--- src/rtl/ddr_pkg.sv ---
// Shared definitions for the DDR frame arbiter: command codes, FSM states, width helper.
package ddr_pkg;
  localparam logic [2:0] CMD_WRITE = 3'b000;
  localparam logic [2:0] CMD_READ  = 3'b001;

  typedef enum logic [1:0] {IDLE, WR, RD} state_t;

  // Bits needed to hold 0..v-1, never less than one.
  function automatic int clog2(input int v);
    int r;
    r = 1;
    for (int i = 1; i < 31; i++)
      if ((1 << i) < v) r = i + 1;
    return r;
  endfunction
endpackage

--- src/rtl/frame_addr_gen.sv ---
// Maps a frame slot and burst offset to a DDR byte address.
module frame_addr_gen
  import ddr_pkg::*;
#(
  parameter int ADDR_WIDTH   = 28,
  parameter int FRAME_BURSTS = 4800,
  parameter int BURST_INC    = 8,
  parameter int SLOT_W       = 3,
  parameter int OFF_W        = 13
) (
  input  logic [SLOT_W-1:0]     slot,
  input  logic [OFF_W-1:0]      off,
  output logic [ADDR_WIDTH-1:0] addr
);
  localparam logic [ADDR_WIDTH-1:0] FB_A = ADDR_WIDTH'(FRAME_BURSTS);
  localparam logic [ADDR_WIDTH-1:0] BI_A = ADDR_WIDTH'(BURST_INC);

  assign addr = (ADDR_WIDTH'(slot) * FB_A + ADDR_WIDTH'(off)) * BI_A;
endmodule

--- src/rtl/ddr_frame_arbiter.sv ---
// Shares the DDR app-command port between the frame writer and the multi-frame reader,
// meters reads with credits and tags returned read bursts with their source frame.
module ddr_frame_arbiter
  import ddr_pkg::*;
#(
  parameter int ADDR_WIDTH      = 28,
  parameter int NUM_FRAMES      = 4,
  parameter int FRAME_BURSTS    = 4800,
  parameter int BURST_INC       = 8,
  parameter int MAX_OUTSTANDING = 16
) (
  input  logic                          clk,
  input  logic                          rst_n,
  input  logic                          freeze,
  input  logic                          wr_req,
  output logic                          wr_ack,
  input  logic                          rd_req,
  output logic                          rd_ack,
  input  logic                          rd_credit_ret,
  input  logic                          app_rdy,
  input  logic                          app_wdf_rdy,
  output logic                          app_en,
  output logic                          app_wdf_wren,
  output logic [2:0]                    app_cmd,
  output logic [ADDR_WIDTH-1:0]         app_addr,
  input  logic                          mem_rd_valid,
  output logic                          rd_out_valid,
  output logic [clog2(NUM_FRAMES)-1:0]  rd_frame_sel,
  output logic                          frame_done
);
  localparam int SLOT_W = clog2(NUM_FRAMES + 1);
  localparam int OFF_W  = clog2(FRAME_BURSTS);
  localparam int K_W    = clog2(NUM_FRAMES);
  localparam int SEL_W  = clog2(NUM_FRAMES);
  localparam int CR_W   = clog2(MAX_OUTSTANDING + 1);
  localparam longint SPAN = longint'(NUM_FRAMES + 1) * longint'(FRAME_BURSTS) * longint'(BURST_INC);

  if (SPAN > (longint'(1) << ADDR_WIDTH) || MAX_OUTSTANDING < NUM_FRAMES) begin : g_param_chk
    $error("ddr_frame_arbiter: frame ring exceeds address space or too few credits");
  end

  state_t            state, last_grant;
  logic [SLOT_W-1:0] wr_slot, frames_valid, ag_slot;
  logic [OFF_W-1:0]  wr_off, rd_off, ag_off;
  logic [K_W-1:0]    k;
  logic [SEL_W-1:0]  ret_cnt;
  logic [CR_W-1:0]   credits, credits_nxt;
  logic [CR_W:0]     cr_sum;
  logic [ADDR_WIDTH-1:0] ag_addr;
  logic              wr_ok, rd_ok, pick_wr, rd_acc, use_rd;
  int                rd_k, rd_slot;

  assign wr_ok   = wr_req && !freeze;
  assign rd_ok   = rd_req && (frames_valid == SLOT_W'(NUM_FRAMES)) && (credits >= CR_W'(NUM_FRAMES));
  assign pick_wr = wr_ok && (!rd_ok || last_grant == RD);
  assign rd_acc  = (state == RD) && app_rdy;

  // One address generator: in IDLE it prepares the command about to be granted,
  // in RD it prepares the next frame of the group.
  always_comb begin
    rd_k    = (state == RD) ? int'(k) + 1 : 0;
    rd_slot = int'(wr_slot) + NUM_FRAMES - rd_k;
    if (rd_slot >= NUM_FRAMES + 1) rd_slot = rd_slot - (NUM_FRAMES + 1);
    use_rd  = (state == RD) || (state == IDLE && !pick_wr);
    ag_slot = use_rd ? SLOT_W'(rd_slot) : wr_slot;
    ag_off  = use_rd ? rd_off : wr_off;
  end

  frame_addr_gen #(
    .ADDR_WIDTH(ADDR_WIDTH), .FRAME_BURSTS(FRAME_BURSTS), .BURST_INC(BURST_INC),
    .SLOT_W(SLOT_W), .OFF_W(OFF_W)
  ) u_addr (
    .slot(ag_slot),
    .off (ag_off),
    .addr(ag_addr)
  );

  // Returns beyond the cap are dropped; accept and return in one cycle cancel.
  always_comb begin
    cr_sum = {1'b0, credits} + (CR_W+1)'(rd_credit_ret) - (CR_W+1)'(rd_acc);
    credits_nxt = (cr_sum > (CR_W+1)'(MAX_OUTSTANDING)) ? CR_W'(MAX_OUTSTANDING) : cr_sum[CR_W-1:0];
  end

  always_ff @(posedge clk) begin
    if (!rst_n) begin
      state        <= IDLE;
      last_grant   <= RD;
      app_en       <= 1'b0;
      app_wdf_wren <= 1'b0;
      app_cmd      <= CMD_WRITE;
      app_addr     <= '0;
      wr_ack       <= 1'b0;
      rd_ack       <= 1'b0;
      frame_done   <= 1'b0;
      rd_out_valid <= 1'b0;
      rd_frame_sel <= '0;
      ret_cnt      <= '0;
      wr_slot      <= '0;
      wr_off       <= '0;
      rd_off       <= '0;
      frames_valid <= '0;
      k            <= '0;
      credits      <= CR_W'(MAX_OUTSTANDING);
    end else begin
      wr_ack       <= 1'b0;
      rd_ack       <= 1'b0;
      frame_done   <= 1'b0;
      credits      <= credits_nxt;
      rd_out_valid <= mem_rd_valid;
      if (mem_rd_valid) begin
        rd_frame_sel <= ret_cnt;
        ret_cnt      <= (ret_cnt == SEL_W'(NUM_FRAMES - 1)) ? '0 : ret_cnt + SEL_W'(1);
      end
      case (state)
        IDLE: if (wr_ok || rd_ok) begin
          app_en   <= 1'b1;
          app_addr <= ag_addr;
          k        <= '0;
          if (pick_wr) begin
            state        <= WR;
            last_grant   <= WR;
            app_cmd      <= CMD_WRITE;
            app_wdf_wren <= 1'b1;
          end else begin
            state      <= RD;
            last_grant <= RD;
            app_cmd    <= CMD_READ;
          end
        end
        WR: if (app_rdy && app_wdf_rdy) begin
          app_en       <= 1'b0;
          app_wdf_wren <= 1'b0;
          wr_ack       <= 1'b1;
          state        <= IDLE;
          if (wr_off == OFF_W'(FRAME_BURSTS - 1)) begin
            wr_off     <= '0;
            wr_slot    <= (wr_slot == SLOT_W'(NUM_FRAMES)) ? '0 : wr_slot + SLOT_W'(1);
            if (frames_valid != SLOT_W'(NUM_FRAMES)) frames_valid <= frames_valid + SLOT_W'(1);
            frame_done <= 1'b1;
            rd_off     <= '0;
          end else begin
            wr_off <= wr_off + OFF_W'(1);
          end
        end
        RD: if (app_rdy) begin
          if (k == K_W'(NUM_FRAMES - 1)) begin
            app_en <= 1'b0;
            rd_ack <= 1'b1;
            state  <= IDLE;
            rd_off <= (rd_off == OFF_W'(FRAME_BURSTS - 1)) ? '0 : rd_off + OFF_W'(1);
          end else begin
            k        <= k + K_W'(1);
            app_addr <= ag_addr;
          end
        end
        default: state <= IDLE;
      endcase
    end
  end
endmodule

--- config.mk ---
export PLATFORM = sky130hd
export DESIGN_NAME = ddr_frame_arbiter
export DESIGN_NICKNAME = d
export VERILOG_FILES = /design/src/rtl/ddr_pkg.sv /design/src/rtl/frame_addr_gen.sv /design/src/rtl/ddr_frame_arbiter.sv
export SDC_FILE = /design/constraint.sdc
export NUM_CORES = 1
export LEC_CHECK = 0
export ABC_AREA = 1
export CORE_MARGIN = 1
export CORE_UTILIZATION = 44
export DETAILED_ROUTE_END_ITERATION = 10
export SLEW_MARGIN = 20
export SYNTH_ARGS = -nofsm -noshare
export SYNTH_HDL_FRONTEND = slang
export SYNTH_SLANG_ARGS = --single-unit
--- constraint.sdc ---
create_clock -name clk -period 7.6 [get_ports clk]
set_clock_uncertainty 0.15 [all_clocks]
set_input_delay 1.52 -clock clk [delete_from_list [all_inputs] [get_ports clk]]
set_output_delay 1.52 -clock clk [all_outputs]
set_load 0.05 [all_outputs]
==> impl_results.md <==
- Status: completed
- Req. time, crit path: 7700 ps
- Fin cells: 783
- Commonest register cell after synthesis: dfxtp_1
- Post-DP HPWL: 7200 um
- CP max-delay cell: fa_1
- Clk sinks: 71
- Post-synth top cells: nand2_1 (96), inv_1 (95), dfxtp_1 (71)
- Critical Path End Type: flip-flop
- Count leader, synth: nand2_1
- Area contributors post-synth: dfxtp_1 (31%), ha_1 (10%), nand2_1 (8.0%)
- CTS H-tree lvls: 3
- N_diodes: 0
- Most frequent CP cell: nand2_1
- Pwr Density: 311 nW/um^2
- Synthesis-to-layout area growth: 13.0%
- Post-Place Cells: 767
- Global-route wire length before repair: 16700 um
- Initial antenna violation count: 0
- Clk buf depth: 2
- EDFF count, synth: 0
- Overall routing resource usage: 20.0%
- Arrival @ worst endpoint: 5820 ps
- Clock Latency Late Sink: 350 ps
- Largest net degree at the start of global routing: 31
- Syn Std Cell Area: 4520 um^2
- GRT overflow: 0
- Yosys top cell area share: 31.5%
- Initial drt markers: 118
- Die height: 103 um
- Worst hold path type: flip-flop to flip-flop
- VDD IR-drop max: 197 uV
- Worst-Margin Slew: 779 ps
- Synth cell types: 48
- Layout cells sized above 1: 10.8%
- Post-CTS Hold Fix Bufs: 0
- Fin crit share: 75.2%
- # rows: 36
- Max Transition Viols Final: 0
- DP Worst Slack: 1770 ps
- Crit path launch: state[0]
- Clock root buffer: clkbuf_8
- Final hold violations: 0
- Post-CTS Setup Bufs: 0
- Number of global-route vias before repair: 3734
- # IOs: 48
- Final Setup Violations: 0
- Final layout net count: 695
- DRC viols: 0
- Hold path startpoint: app_addr[19]
- CTS tree: built
- Total CTS buffers: 9
- CP Class: flip-flop to flip-flop
- DRT Pass-1 Iters: 4
- RSZ-0062 raised after global routing: no
- Die ar.: 10700 um^2
- Setup TNS: 0 ps
- Die Wd: 103 um
- Post-Route WL: 9420 um
- Antenna Nets Post-Route: 0
- Worst r2r src: state[0]
- Reg clk slew, reported paths: 90 ps
- Sequential fraction of the synthesis area: 31.5%
- Lkg Pwr: 2.29 nW
- Port Buffers: 34
- Max Fclk: 175 MHz
- Vias/cell: 4.89
- Asr flop ratio synth: 0%
- Number of gates resized after CTS: 0
- Slew HR: 48.0%
- Final Critical Period: 5710 ps
- WL/cell: 12.0 um
- Max Cap Viol: 0
- Synth Instances: 612
- Critical Path Fanout Max: 8
- Yosys warnings: 0
- Setup ws final: 1890 ps
- Core box area: 9860 um^2
- Yosys top cell by area: dfxtp_1
- Initial Utilization: 45.8%
- Flops & latches, synth: 71
- Post-Syn Area per Cell: 7.38 um^2
- Critical Path Source Type: flip-flop
- Vias post-DR: 3828
- GP Congestion: 0.876
- CP peak stage delay: 540 ps
## layout make-up
type	count	area, um^2
fillers	977	4760
multi-input cells	423	2590
flip-flops and latches	71	1420
inverters	105	399
repair buffers	35	348
well taps	133	166
clock buffers	10	138
clock inverters	6	45.0
## worst max-delay path, delay by kind of cell, from the launching register on
kind            cells  cell delay, ps
fa+ha+maj           7            2450
simple gates       13            1000
xor+xnor            1             150
flops               1             340
buf+inv             7             500
compound gates      5            1010
## cell usage in the layout (no fill, tap or decap), types with 7 or more instances in the layout
cell type / count
conb_1: 13
nor3_1: 15
ha_1: 37
clkdlybuf4s50_1: 34
xnor2_1: 7
xor2_1: 8
o211ai_1: 9
inv_2: 8
nor2_1: 53
clkbuf_8: 10
a21oi_1: 47
o21ai_0: 37
nand2_1: 96
inv_1: 95
nand3_1: 28
nand2_2: 13
dfxtp_1: 71
## per-layer routing
layer	vias up	share of wire [%]	global-route usage [%]
met4	0	0.99	5.74
li1	2027	-	-
met5	-	0	0
met1	1739	50	25.8
met2	55	46	34.1
met3	7	3.0	3.97
## flip-flops by register name (all words and copies together) (netlist names), 2 cells and up
signal,count
frames_valid,3
k,2
ret_cnt,2
wr_slot,3
last_grant,2
credits,5
state,2
app_addr,17
rd_frame_sel,2
wr_off,13
rd_off,13
## power breakdown
group | total (W) | switching, W | internal (W)
sequential | 0.000455 | 0.0000305 | 0.000425
clock | 0.000287 | 0.000158 | 0.000129
combinational | 0.000843 | 0.000552 | 0.000291
total | 0.00159 | 0.000741 | 0.000845
## per-stage QoR
stage / instance area [um^2] / utilization (%) / total power [W] / hold slack, ps
final: 5110 / 51.8 / 0.00159 / 287
after global placement: 4920 / 49.9 / 0.00130 / 269
after detailed placement: 4920 / 49.9 / 0.00131 / 283
after global routing: 5110 / 51.8 / 0.00172 / 316
after CTS: 5110 / 51.8 / 0.00160 / 295
after floorplan: 4560 / - / 0.00113 / 289
## cell families (layout without fill, tap and decap cells)
family | Yosys count | in the layout | share of synthesized area, %
xor gates and xnor gates | 15 | 15 | 2.91
buffers and inverters | 130 | 156 | 12.2
other | 1 | 13 | 0.0830
DFF | 71 | 71 | 31.5
and+or+nand+nor | 243 | 243 | 27.4
adders and majority gates | 41 | 41 | 12.0
AOI/OAI and AO/OA | 111 | 111 | 13.9
## path summary, 6_finish.rpt
path,endpoint,slack [ps],cells after the start
worst min-delay path,app_addr[19],290,2
worst max-delay path,app_addr[17],1890,33
worst max register to register,app_addr[17],1890,33
worst min register to register,app_addr[19],290,2
Note: power is estimated with default switching activity, not from simulation.
